===== src/rtl/ama_riscv_alu_arbiter_pkg.sv =====
// rtl/ama_riscv_alu_arbiter_pkg.sv - shared ALU op codes, arbiter FSM states and requester IDs
package ama_riscv_alu_arbiter_pkg;

  // ALU op encoding: {funct7[5], funct3}; codes not listed here yield 0
  localparam logic [3:0] ALU_ADD  = 4'b0000;
  localparam logic [3:0] ALU_SUB  = 4'b1000;
  localparam logic [3:0] ALU_SLL  = 4'b0001;
  localparam logic [3:0] ALU_SLT  = 4'b0010;
  localparam logic [3:0] ALU_SLTU = 4'b0011;
  localparam logic [3:0] ALU_XOR  = 4'b0100;
  localparam logic [3:0] ALU_SRL  = 4'b0101;
  localparam logic [3:0] ALU_SRA  = 4'b1101;
  localparam logic [3:0] ALU_OR   = 4'b0110;
  localparam logic [3:0] ALU_AND  = 4'b0111;

  // Arbiter FSM: IDLE = no result held, RESP = result held for its owner
  typedef enum logic {
    ARB_IDLE = 1'b0,
    ARB_RESP = 1'b1
  } arb_state_t;

  // Requester IDs used for the owner register and round-robin pointer
  localparam logic REQ_ID_0 = 1'b0;
  localparam logic REQ_ID_1 = 1'b1;

endpackage


===== src/rtl/ama_riscv_alu.sv =====
// rtl/ama_riscv_alu.sv - combinational RV32 integer ALU
module ama_riscv_alu
  import ama_riscv_alu_arbiter_pkg::*;
#(
  parameter int DATA_W = 32
) (
  input  logic [3:0]        op_sel,
  input  logic [DATA_W-1:0] a,
  input  logic [DATA_W-1:0] b,
  output logic [DATA_W-1:0] result
);

  logic [4:0] shamt;
  assign shamt = b[4:0];

  // Decode op code; unknown codes produce 0 rather than X
  always_comb begin
    result = '0;
    case (op_sel)
      ALU_ADD:  result = a + b;
      ALU_SUB:  result = a - b;
      ALU_SLL:  result = a << shamt;
      ALU_SLT:  result = {{(DATA_W-1){1'b0}}, ($signed(a) < $signed(b))};
      ALU_SLTU: result = {{(DATA_W-1){1'b0}}, (a < b)};
      ALU_XOR:  result = a ^ b;
      ALU_SRL:  result = a >> shamt;
      ALU_SRA:  result = $signed(a) >>> shamt;
      ALU_OR:   result = a | b;
      ALU_AND:  result = a & b;
      default:  result = '0;
    endcase
  end

endmodule


===== src/rtl/ama_riscv_alu_arbiter.sv =====
// rtl/ama_riscv_alu_arbiter.sv - two-requester arbiter sharing one ALU; ALU_ARB_RR_EN selects round-robin
module ama_riscv_alu_arbiter
  import ama_riscv_alu_arbiter_pkg::*;
#(
  parameter int DATA_W = 32
) (
  input  logic              clk,
  input  logic              rst,
  input  logic              req0_valid,
  output logic              req0_ready,
  input  logic [3:0]        req0_op_sel,
  input  logic [DATA_W-1:0] req0_a,
  input  logic [DATA_W-1:0] req0_b,
  input  logic              req1_valid,
  output logic              req1_ready,
  input  logic [3:0]        req1_op_sel,
  input  logic [DATA_W-1:0] req1_a,
  input  logic [DATA_W-1:0] req1_b,
  output logic              rsp0_valid,
  input  logic              rsp0_ready,
  output logic [DATA_W-1:0] rsp0_data,
  output logic              rsp1_valid,
  input  logic              rsp1_ready,
  output logic [DATA_W-1:0] rsp1_data,
  output logic              busy
);

  arb_state_t        state;
  logic              owner;
  logic [DATA_W-1:0] result;

  logic              rsp_hs;
  logic              slot_free;
  logic              gnt0;
  logic              gnt1;
  logic [3:0]        alu_op;
  logic [DATA_W-1:0] alu_a;
  logic [DATA_W-1:0] alu_b;
  logic [DATA_W-1:0] alu_out;

`ifdef ALU_ARB_RR_EN
  // Requester favoured on the next contention
  logic              rr_ptr;
`endif

  // Response side is decoded straight from the state and owner registers
  assign busy       = (state == ARB_RESP);
  assign rsp0_valid = (state == ARB_RESP) && (owner == REQ_ID_0);
  assign rsp1_valid = (state == ARB_RESP) && (owner == REQ_ID_1);
  assign rsp0_data  = rsp0_valid ? result : '0;
  assign rsp1_data  = rsp1_valid ? result : '0;

  // The held result leaving this cycle frees the slot for a same-cycle grant
  assign rsp_hs    = (rsp0_valid && rsp0_ready) || (rsp1_valid && rsp1_ready);
  assign slot_free = (state == ARB_IDLE) || rsp_hs;

  // Grant selection: depends only on valids, slot state and the policy
  always_comb begin
    gnt0 = 1'b0;
    gnt1 = 1'b0;
    if (!rst && slot_free) begin
      if (req0_valid && req1_valid) begin
`ifdef ALU_ARB_RR_EN
        gnt0 = (rr_ptr == REQ_ID_0);
        gnt1 = (rr_ptr == REQ_ID_1);
`else
        gnt0 = 1'b1;
`endif
      end else begin
        gnt0 = req0_valid;
        gnt1 = req1_valid;
      end
    end
  end

  assign req0_ready = gnt0;
  assign req1_ready = gnt1;

  // Operands follow the grant; requester 0 drives the ALU when nobody is granted
  assign alu_op = gnt1 ? req1_op_sel : req0_op_sel;
  assign alu_a  = gnt1 ? req1_a      : req0_a;
  assign alu_b  = gnt1 ? req1_b      : req0_b;

  ama_riscv_alu #(
    .DATA_W (DATA_W)
  ) u_alu (
    .op_sel (alu_op),
    .a      (alu_a),
    .b      (alu_b),
    .result (alu_out)
  );

  // FSM: capture result on grant, release to IDLE on a handshake without a new grant
  always_ff @(posedge clk) begin
    if (rst) begin
      state  <= ARB_IDLE;
      owner  <= REQ_ID_0;
      result <= '0;
    end else if (gnt0 || gnt1) begin
      state  <= ARB_RESP;
      owner  <= gnt1 ? REQ_ID_1 : REQ_ID_0;
      result <= alu_out;
    end else if (rsp_hs) begin
      state  <= ARB_IDLE;
    end
  end

`ifdef ALU_ARB_RR_EN
  // Round-robin pointer: after a grant, favour the other requester
  always_ff @(posedge clk) begin
    if (rst) begin
      rr_ptr <= REQ_ID_0;
    end else if (gnt0 || gnt1) begin
      rr_ptr <= gnt1 ? REQ_ID_0 : REQ_ID_1;
    end
  end
`endif

endmodule


===== config.mk =====
export PLATFORM = sky130hd
export DESIGN_NAME = ama_riscv_alu_arbiter
export DESIGN_NICKNAME = d
export VERILOG_FILES = /design/src/rtl/ama_riscv_alu_arbiter_pkg.sv /design/src/rtl/ama_riscv_alu.sv /design/src/rtl/ama_riscv_alu_arbiter.sv
export SDC_FILE = /design/constraint.sdc
export NUM_CORES = 1
export LEC_CHECK = 0
export ABC_AREA = 1
export CAP_MARGIN = 30
export CORE_UTILIZATION = 30
export CTS_CLUSTER_DIAMETER = 50
export DETAILED_ROUTE_END_ITERATION = 10
export DONT_BUFFER_PORTS = 1
export PLACE_DENSITY = 0.56
export SYNTH_ARGS = -nofsm -noshare
export SYNTH_HDL_FRONTEND = slang
export SYNTH_HIERARCHICAL = 1
export SYNTH_SLANG_ARGS = --single-unit

===== constraint.sdc =====
create_clock -name clk -period 3.1 [get_ports clk]
set_input_delay 0.31 -clock clk [delete_from_list [all_inputs] [get_ports clk]]
set_output_delay 0.31 -clock clk [all_outputs]
set_load 0.1 [all_outputs]

# ---- Yosys cells after proc, flatten, opt, wreduce, memory -nomap -nowiden
# Index checks and enable logic that the tools add are counted.
dict set report totals {
  elab_cells 49
  register_bits 34
}
dict set report op_classes {
  n_bitwise 5
  n_eq_ne 9
  reduce_logical 12
  n_shift 3
  n_mux 13
  addsub 2
  magnitude_cmp 2
}
# op count
set ops {}
lappend ops {{32-bit case mux with 10 select lines} 1}
lappend ops {{32-bit two-way mux} 4}
lappend ops {{32-bit less-than comparator} 2}
lappend ops {{32-bit adder} 1}
lappend ops {{32-bit AND} 1}
lappend ops {{32-bit bitwise OR} 1}
lappend ops {{32-bit by 5-bit left shift with 32-bit output} 1}
lappend ops {{32-bit by 5-bit >> shifter with 32-bit output} 1}
lappend ops {{32-bit by 5-bit >>> shifter with 32-bit output} 1}
lappend ops {{32-bit subtractor} 1}
lappend ops {{32-bit XOR} 1}
lappend ops {{4-bit by 3-bit == test with 1-bit output, second input constant} 4}
lappend ops {{4-bit by 2-bit == test with 1-bit output, second input constant} 2}
lappend ops {{4-bit == test, second input constant} 2}
lappend ops {{1-bit two-way mux} 7}
lappend ops {{1-bit logical AND} 6}
lappend ops {{4-bit by 1-bit == test with 1-bit output, second input constant} 1}
lappend ops {{4-bit zero test} 1}
lappend ops {{4-bit two-way mux} 1}
lappend ops {{1-bit logical OR} 3}
lappend ops {{1-bit NOT} 2}
lappend ops {{2-bit nonzero test} 1}
lappend ops {{1-bit zero test} 1}

# ---- Longest topological paths before layout
# Gate-level depths: netlist (run 1).
dict set report depth {
  depth_word 10
  mapped_depth 28
  depth_no_buf 24
}

# ---- Hierarchy
# Netlist (run 1), hierarchy kept.
# module area_per_inst_um2 seq_area_each_um2 cells_per_inst n_inst
set modules_own_cells {}
lappend modules_own_cells {ama_riscv_alu 10118.5 0.0 2101 1}
lappend modules_own_cells {ama_riscv_alu_arbiter 2647.5 680.7 516 1}

# ---- Worst setup path after synthesis (run 1)
# No wires, ideal clock.
dict set report synth_path {
  path_type {reg-to-output}
  start {reg state, in the netlist busy}
  end {out rsp0_data[10]}
  required_time_ns 2.790
  n_path_buf 1
  path_slack_ns -1.416
  stages_incl_launch_ff 6
  arrival_time_ns 4.206
  cell_sequence {dfxtp_1 inv_1 nor2_1 inv_1 clkbuf_1 nor2_1}
}
dict set report synth_via {
  elab_chain_len 2
}
# element line_no
set synth_rtl {}
lappend synth_rtl {{from (decl)} ama_riscv_alu_arbiter.sv:28} ;# arb_state_t state;
lappend synth_rtl {{from (signal assigned)} ama_riscv_alu_arbiter.sv:96} ;# state <= ARB_IDLE;
lappend synth_rtl {{from (signal assigned)} ama_riscv_alu_arbiter.sv:100} ;# state <= ARB_RESP;
lappend synth_rtl {{from (signal assigned)} ama_riscv_alu_arbiter.sv:104} ;# state <= ARB_IDLE;
lappend synth_rtl {{1-bit logical AND} ama_riscv_alu_arbiter.sv:48} ;# assign rsp0_valid = (state == ARB_RESP) && (owner == REQ_ID_0);
lappend synth_rtl {{via rsp0_valid} ama_riscv_alu_arbiter.sv:19} ;# output logic rsp0_valid,
lappend synth_rtl {{32-bit two-way mux} ama_riscv_alu_arbiter.sv:50} ;# assign rsp0_data = rsp0_valid ? result : '0;
lappend synth_rtl {{to (decl)} ama_riscv_alu_arbiter.sv:21} ;# output logic [DATA_W-1:0] rsp0_data,
# The timed path passes the listed nets, and every way through them passes these cells.

# ---- Final worst setup path (run 1)
dict set report layout_path {
  start {reg owner}
  end {reg result[10]}
}
dict set report layout_via {
  elab_chain_len 10
}
# element line_no
set layout_rtl {}
lappend layout_rtl {{from (decl)} ama_riscv_alu_arbiter.sv:29} ;# logic owner;
lappend layout_rtl {{from (signal assigned)} ama_riscv_alu_arbiter.sv:101} ;# owner <= gnt1 ? REQ_ID_1 : REQ_ID_0;
lappend layout_rtl {{1-bit NOT} ama_riscv_alu_arbiter.sv:48}
lappend layout_rtl {{1-bit logical AND} ama_riscv_alu_arbiter.sv:48}
lappend layout_rtl {{1-bit logical AND} ama_riscv_alu_arbiter.sv:54} ;# assign rsp_hs = (rsp0_valid && rsp0_ready) || (rsp1_valid && rsp1_ready);
lappend layout_rtl {{1-bit logical OR *} ama_riscv_alu_arbiter.sv:54}
lappend layout_rtl {{1-bit logical OR *} ama_riscv_alu_arbiter.sv:55} ;# assign slot_free = (state == ARB_IDLE) || rsp_hs;
lappend layout_rtl {{1-bit logical AND *} ama_riscv_alu_arbiter.sv:61} ;# if (!rst && slot_free) begin
lappend layout_rtl {{1-bit two-way mux *} ama_riscv_alu_arbiter.sv:61}
lappend layout_rtl {{32-bit two-way mux *} ama_riscv_alu_arbiter.sv:82} ;# assign alu_b = gnt1 ? req1_b : req0_b;
lappend layout_rtl {{via alu_b[2]} ama_riscv_alu_arbiter.sv:38} ;# logic [DATA_W-1:0] alu_b;
lappend layout_rtl {{32-bit subtractor (tied with other cells)} ama_riscv_alu.sv:21} ;# ALU_SUB: result = a - b;
lappend layout_rtl {{32-bit case mux with 10 select lines *} ama_riscv_alu.sv:19} ;# case (op_sel)
lappend layout_rtl {{via alu_out[10]} ama_riscv_alu_arbiter.sv:39} ;# logic [DATA_W-1:0] alu_out;
lappend layout_rtl {{to (signal assigned)} ama_riscv_alu_arbiter.sv:102} ;# result <= alu_out;
lappend layout_rtl {{to (decl)} ama_riscv_alu_arbiter.sv:30} ;# logic [DATA_W-1:0] result;
# The timed path passes the listed nets; every way through them passes the cells marked *.
# A chain may end at the register's enable or synchronous reset.

==> run metrics, run 1 <==
layout cell share with drive strength beyond 1 0.444; sw frac 0.537; Setup crit start kind flop; htree depth 2; CTS root buffer clkbuf_16; asr flop ratio synth 0; Antenna Nets Post-Route 0; Fill cells 4143; Seq/Total Area, Yosys 0.0533; post-route setup slack -61.5 ps; Finished Layout Cells 3679; Worst EP arrival 3350 ps; Layout Cell Area excl Fill 21700 µm²; First-pass DRT Iterations 6; top-count cell post-synth nand2_1; setup tns final -83.1 ps; DR iter-0 viols 1825; hold path cells 1; Main synth FF type dfxtp_1; Post-Route Utilization 0.516; Initial Util 0.304; chip width 208 µm; Total Power 6.21 mW; initial antenna violation count 0; Hold Path Origin rst; synth top area cells nand2_1 (29%), nand3_1 (16%), inv_1 (10%); DRC errors left 0; Hold WC Path Type input pin to flop; Synthesized Nets 2858; fin crit share 1.02; Synth top area share 0.294; Power Density 287 nW/µm²; Comb pwr share 0.839; violated checks setup timing; port bufs 0; total CTS buffers 5; RSZ-0062 raised after global routing true; num rows 75; Placed Cells 3620; Max VDD drop 0.171 mV; Post-Syn Instances 2617; placed cell areas 17900 µm²; grt ovf 0; worst flop-to-flop path startpoint owner; final setup fails 3; Post-synth EDFFs 0; Clk pin slew, worst setup/hold paths 60 ps; Total GRT Usage 0.305; synthesized cell area 12800 µm²; syn_area_per_cell 4.88 µm²; via count 19700; io pins 211; max cap viols 0; slew margin rel. 0.486; clock power share 0.082; Final Hold Viols 0; CP required 3290 ps; biggest fanout along the worst timing path 7; clk buf depth 2; die extent in y 208 µm; Post-synth top cells nand2_1 (1001), nand3_1 (414), inv_1 (344); max-slew violation count 0; post-DP HPWL 56.3 mm; Crit. End Element flop; n_diodes 0; # clock sinks 34; Hold Buf Count CTS 0; post-synth cell types 51; later-pin clock latency in the skew report 300 ps; minimum clock period 3160 ps; Worst Tran Pin Value 769 ps; setup skew after layout 14.1 ps; vias in the first global route 18000; reg2reg end result[10]; P_leak 11.2 nW; WS Path Type flop to flop; nets@finish 3381; Routability Congestion 1.06; Pint 2.87 mW; CTS tree done; DRT Wirelength 71.4 mm; P&R area growth vs syn 69.6%; die footprint 43400 µm²; maximum clock frequency 316 MHz; wire per inst 19.4 µm; Hold Path End busy; Worst R2R Path Depth 23; Vias/cell 5.36; register bit total from synthesis 34; synth warn 6; area leader, netlist nand2_1; first-pass GRT wire length 102 mm; r2r setup slk -60 ps; outcome complete, but fails checks; Flop pwr share 0.079; CORE AREA 41900 µm²; largest net degree at the start of global routing 67; NetSw 3.34 mW
power by group through the flow:
| stage | combinational (mW) | clock [mW] | sequential [mW] |
|---|---|---|---|
| floorplan | 2.17 | 0 | 0.502 |
| CTS | 4.35 | 0.511 | 0.492 |
| global route | 5.53 | 0.522 | 0.495 |
| detailed placement | 4.04 | 0 | 0.501 |
| finish | 5.22 | 0.507 | 0.492 |
| global placement | 4.04 | 0 | 0.500 |
critical path: stages (launching register included):
cell,delay (ps)
dfxtp_2,340
nand3b_4,170
nand4_4,80
buf_12,170
buf_8,150
clkbuf_16,140
nand2_1,50
nand2_2,70
inv_2,50
ha_4,300
buf_6,140
nor2_1,210
nand3_4,110
nand3_4,130
nand2_4,70
nand2_4,90
nand2_2,50
nand3_1,80
nand2_1,70
nor2_1,130
buf_4,180
nand3_4,90
nor2_4,110
nor2_1,50
layout make-up:
class | count | area [µm²] | area share
multi-input cells | 2104 | 13000 | 0.599
repair buffers | 639 | 5790 | 0.267
inverters | 356 | 1390 | 0.0644
flip-flops and latches | 34 | 686 | 0.0317
well taps | 539 | 674 | 0.0311
clock buffers | 5 | 125 | 0.00578
clock inverters | 2 | 10.0 | 0.000462
kinds of logic (layout without fill, tap and decap cells):
logic type / Yosys count / after routing / share of synthesized area
adders and majority gates: 99 / 99 / 0.0982
AOI/OAI and AO/OA: 200 / 200 / 0.0929
and+or+nand+nor: 1801 / 1801 / 0.594
DFF: 34 / 34 / 0.0533
buffers and inverters: 479 / 1002 / 0.159
muxes: 1 / 1 / 0.000784
xor gates and xnor gates: 3 / 3 / 0.00206
what timing repair did:
item                                    CTS  global route
gates cloned                              4             3
endpoints found under the setup margin   32            32
setup buffers                            16            34
gates resized for setup                 237           675
pin swaps                                41           233
how the worst max path moves through the flow:
stage                    start            end  slack [ps]  cells past startpoint
floorplan                 busy  rsp0_data[10]        -390                      5
global placement    req1_valid     result[19]        -500                     20
detailed placement  req1_valid     result[19]        -470                     20
CTS                      owner     result[10]          -7                     24
global route             owner     result[10]        -170                     23
finish                   owner     result[10]         -60                     23
placed cells by master, fill, tap and decap left out, types with 19 or more instances in the layout:
cell     instances
buf_12          51
ha_1            49
nand2_4         47
nand2_2        214
nand4_1         34
nand3_2         64
inv_1          252
nor2_4          47
nand2_1        745
buf_6           39
a21oi_2         35
inv_2           91
nor2_1         131
ha_4            35
dfxtp_1         32
buf_4          534
o21ai_1         19
nor2_2         119
a21oi_1         43
nand3_1        335
flip-flops by register name (all words and copies together) (netlist names):
name    cells
result     32
busy        1
owner       1
layer usage:
| layer | global-route usage | share of wire |
|---|---|---|
| met1 | 0.393 | 0.40 |
| met2 | 0.515 | 0.46 |
| met3 | 0.0255 | 0.079 |
| met4 | 0.142 | 0.058 |
| met5 | 0 | 0 |
stage by stage:
| stage | worst slack [ps] | hold WS, ps |
|---|---|---|
| finish | -61.5 | 80.6 |
| floorplan | -386 | 373 |
| global placement | -498 | 382 |
| CTS | -7.10 | 78.2 |
| global route | -169 | 83.0 |
| detailed placement | -466 | 376 |
No activity file was read; power rests on OpenSTA's default activity.
==> inputs of run 2 (changes only) <==
Settings changed: CORE_UTILIZATION 30 to 55, PLACE_DENSITY 0.56 to 0.84.
==> run metrics, run 2 <==
asr flop ratio synth 0 (unchanged); Initial Util 0.562 (+0.258); synth top area cells nand2_1 (29%), nand3_1 (16%), inv_1 (10%); register bit total from synthesis 34 (unchanged); failing step 5_1_grt; Total GRT Usage 1.02; port bufs 0 (unchanged); Routability Congestion 1.30 (+22%); Synthesized Nets 2858 (unchanged); CTS root buffer clkbuf_16; Synth top area share 0.294 (unchanged); Place WS -674 ps (-208 ps); largest net degree at the start of global routing 67; synth warn 6 (unchanged); outcome did not finish; first-pass GRT wire length 182 mm; top-count cell post-synth nand2_1; num rows 55 (-27%); Post-synth top cells nand2_1 (1001), nand3_1 (414), inv_1 (344); # clock sinks 34 (unchanged); chip width 154 µm (-26%); tool error [ERROR GRT-0116] Global routing finished with congestion. Check the congestion regions in the DRC Viewer.; vias in the first global route 27500; post-DP HPWL 53.5 mm (-4.9%); grt ovf 2340; synthesized cell area 12800 µm² (unchanged); htree depth 2 (unchanged); total CTS buffers 5 (unchanged); post-synth cell types 51 (unchanged); Post-Syn Instances 2617 (unchanged); area leader, netlist nand2_1; Main synth FF type dfxtp_1; syn_area_per_cell 4.88 µm² (unchanged); die extent in y 154 µm (-26%); Seq/Total Area, Yosys 0.0533 (unchanged); io pins 211 (unchanged); Post-synth EDFFs 0 (unchanged); clk buf depth 2 (unchanged)
## run 2: what timing repair did
action	in CTS
hold buffers	0
endpoints found under the setup margin	32
pin swaps	68
setup buffers	26
resized for setup	326
cloned	6
## run 2: logic make-up after synthesis
kind of cell,synth area share
AO/OA/AOI/OAI,0.0929
XOR/XNOR,0.00206
buffers and inverters,0.159
flip-flops,0.0533
adder cells (fa/ha/maj),0.0982
multiplexers,0.000784
AND/OR/NAND/NOR,0.594
## run 2: layer usage
metal  GRT overflow  global-route usage
met2            741                1.08
met3            510                1.03
met4            292               0.884
met5             36               0.903
met1            761                1.04
## run 2: stage by stage
stage / cell area [µm²] / hold WS [ps] / std cells / utilization / TNS [ps]
2_1_floorplan: 12800 / 373 / 2617 / - / -19910
3_3_place_gp: 16500 / 378 / 3234 / 0.728 / -5430
3_5_place_dp: 16500 / 376 / 3234 / 0.728 / -13910
4_1_cts: 18200 / 69.1 / 3274 / 0.800 / -94.3
==> inputs of run 3 (changes only) <==
Settings changed: CORE_UTILIZATION 55 to 40, CTS_CLUSTER_DIAMETER 50 to not set, PLACE_DENSITY 0.84 to not set, PLACE_DENSITY_LB_ADDON set to 0.15.
Clock period 3.1 ns to 4.05 ns, I/O delays scaled along.
==> run metrics, run 3 (synthesis results as in run 1) <==
WS Path Type flop to flop; later-pin clock latency in the skew report 290 ps; Hold WC Path Type input pin to flop; CTS root buffer clkbuf_16; Crit. End Element flop; clock power share 0.122; port bufs 0 (unchanged); slowest stage cell, crit path ha_1; first-pass GRT wire length 99.2 mm; P_leak 8.25 nW; Routability Congestion 1.03 (-20%); wire per inst 22.2 µm; clk buf depth 2 (unchanged); outcome finished clean; layout cell share with drive strength beyond 1 0.116; register area 682 µm²; maximum clock frequency 259 MHz; total CTS buffers 5 (unchanged); max-slew violation count 0; vias in the first global route 16100; final setup fails 0; biggest fanout along the worst timing path 10; Post-Route Utilization 0.460; grt ovf 0; Comb pwr share 0.768; Max VDD drop 0.150 mV; CP required 4240 ps; DRC errors left 0; die extent in y 181 µm (+17%); chip width 181 µm (+17%); Power Density 237 nW/µm²; Layout Cell Area excl Fill 14500 µm²; critical path's most frequent cell nand2_1; Vias/cell 5.71; Flop pwr share 0.109; via count 17600; DRT Wirelength 68.4 mm; r2r setup slk 190 ps; sw frac 0.607; # clock sinks 34 (unchanged); Total GRT Usage 0.407; io pins 211 (unchanged); largest reg by FF count result; fin crit share 0.952; P&R area growth vs syn 13.3%; n_diodes 0; NetSw 2.08 mW; Pint 1.35 mW; DR iter-0 viols 2000; Fill cells 3581; most common cell after layout, fill and taps aside nand2_1; Worst EP arrival 4050 ps; slew margin rel. 0.443; htree depth 2 (unchanged); Multi-input gate area 10300 µm²; minimum clock period 3860 ps; max FFs per register 32; Worst Tran Pin Value 834 ps; First-pass DRT Iterations 6; Initial Util 0.406 (-0.157); most frequent cells in the layout nand2_1 (998), nand3_1 (411), inv_1 (341); post-DP HPWL 57.1 mm (+6.7%); CTS tree done; initial antenna violation count 1; max cap viols 0; Final Hold Viols 0; CORE AREA 31500 µm²; nets@finish 2919; largest net degree at the start of global routing 69; Clk pin slew, worst setup/hold paths 60 ps; Hold Buf Count CTS 0 (unchanged); num rows 65 (+18%); Antenna Nets Post-Route 0; placed cell areas 14200 µm² (-14%); RSZ-0062 raised after global routing false; ordered list of cells on the worst path nand3b_2, nand4_4, buf_12, buf_12, inv_6, nand2_1, nand2_1, inv_1, ha_1, inv_1, nand2_1, nand2_1, inv_1, nand3_1, nand2_1, nand2_1, o21ai_0, nand4_1, nor2_1, nor2_1; Setup crit start kind flop; die footprint 32600 µm²; Largest stage delay, worst path 510 ps; setup skew after layout 3.87 ps
==> run 3: layout make-up <==
type | count | share of cell area
clock inverters | 2 | 0.000865
well taps | 402 | 0.0348
repair inverters | 1 | 0.000605
repair buffers | 176 | 0.101
multi-input cells | 2104 | 0.712
inverters | 356 | 0.0936
flip-flops and latches | 34 | 0.0471
clock buffers | 6 | 0.00960
==> run 3: power groups by stage <==
stage	Combinational (mW)	Clock (mW)	Sequential, mW
global placement	2.52	0	0.382
global route	2.85	0.436	0.378
detailed placement	2.53	0	0.383
finish	2.64	0.421	0.376
CTS	2.54	0.428	0.376
floorplan	1.66	0	0.385
==> run 3: path summary, 6_finish.rpt <==
path	start	to	cells after the start
setup reg to reg	owner	result[9]	20
hold / removal	rst	busy	1
setup / recovery	owner	result[9]	20
hold reg to reg	result[9]	result[9]	4
==> run 3: worst max-delay path: cells and delay by family, from the launching register on <==
family / cells / cell delay [ps]
simple gates: 12 / 1710
buf+inv: 6 / 720
fa+ha+maj: 1 / 510
flops: 1 / 440
compound gates: 1 / 380
==> run 3: per-layer routing <==
metal  GRT usage  wire length, µm  up-vias  share of wire
met4       0.183             3500        2          0.051
met5           0               13        -        0.00019
met2       0.646            29800      932           0.44
met1       0.539            28700     8117           0.42
met3      0.0657             6400      146          0.093
li1            -                -     8389              -
==> run 3: through the flow <==
stage                     instances  total power, mW  hold slack [ps]  setup slack (ps)  TNS (ps)
after global placement         3069             2.90              478              -240      -306
final                          3081             3.44              171               195         0
after global routing           3081             3.66              166              6.23         0
after floorplan                2617             2.05              470               300         0
after CTS                      3077             3.34              167              41.0         0
after detailed placement       3069             2.91              481              -270      -364
==> run 3: timing repair <==
item                                    CTS  global route
pin swaps                                 0             1
cloned                                    0             2
gates resized for setup                   2            25
setup buffers                             0             2
endpoints found under the setup margin    2            23
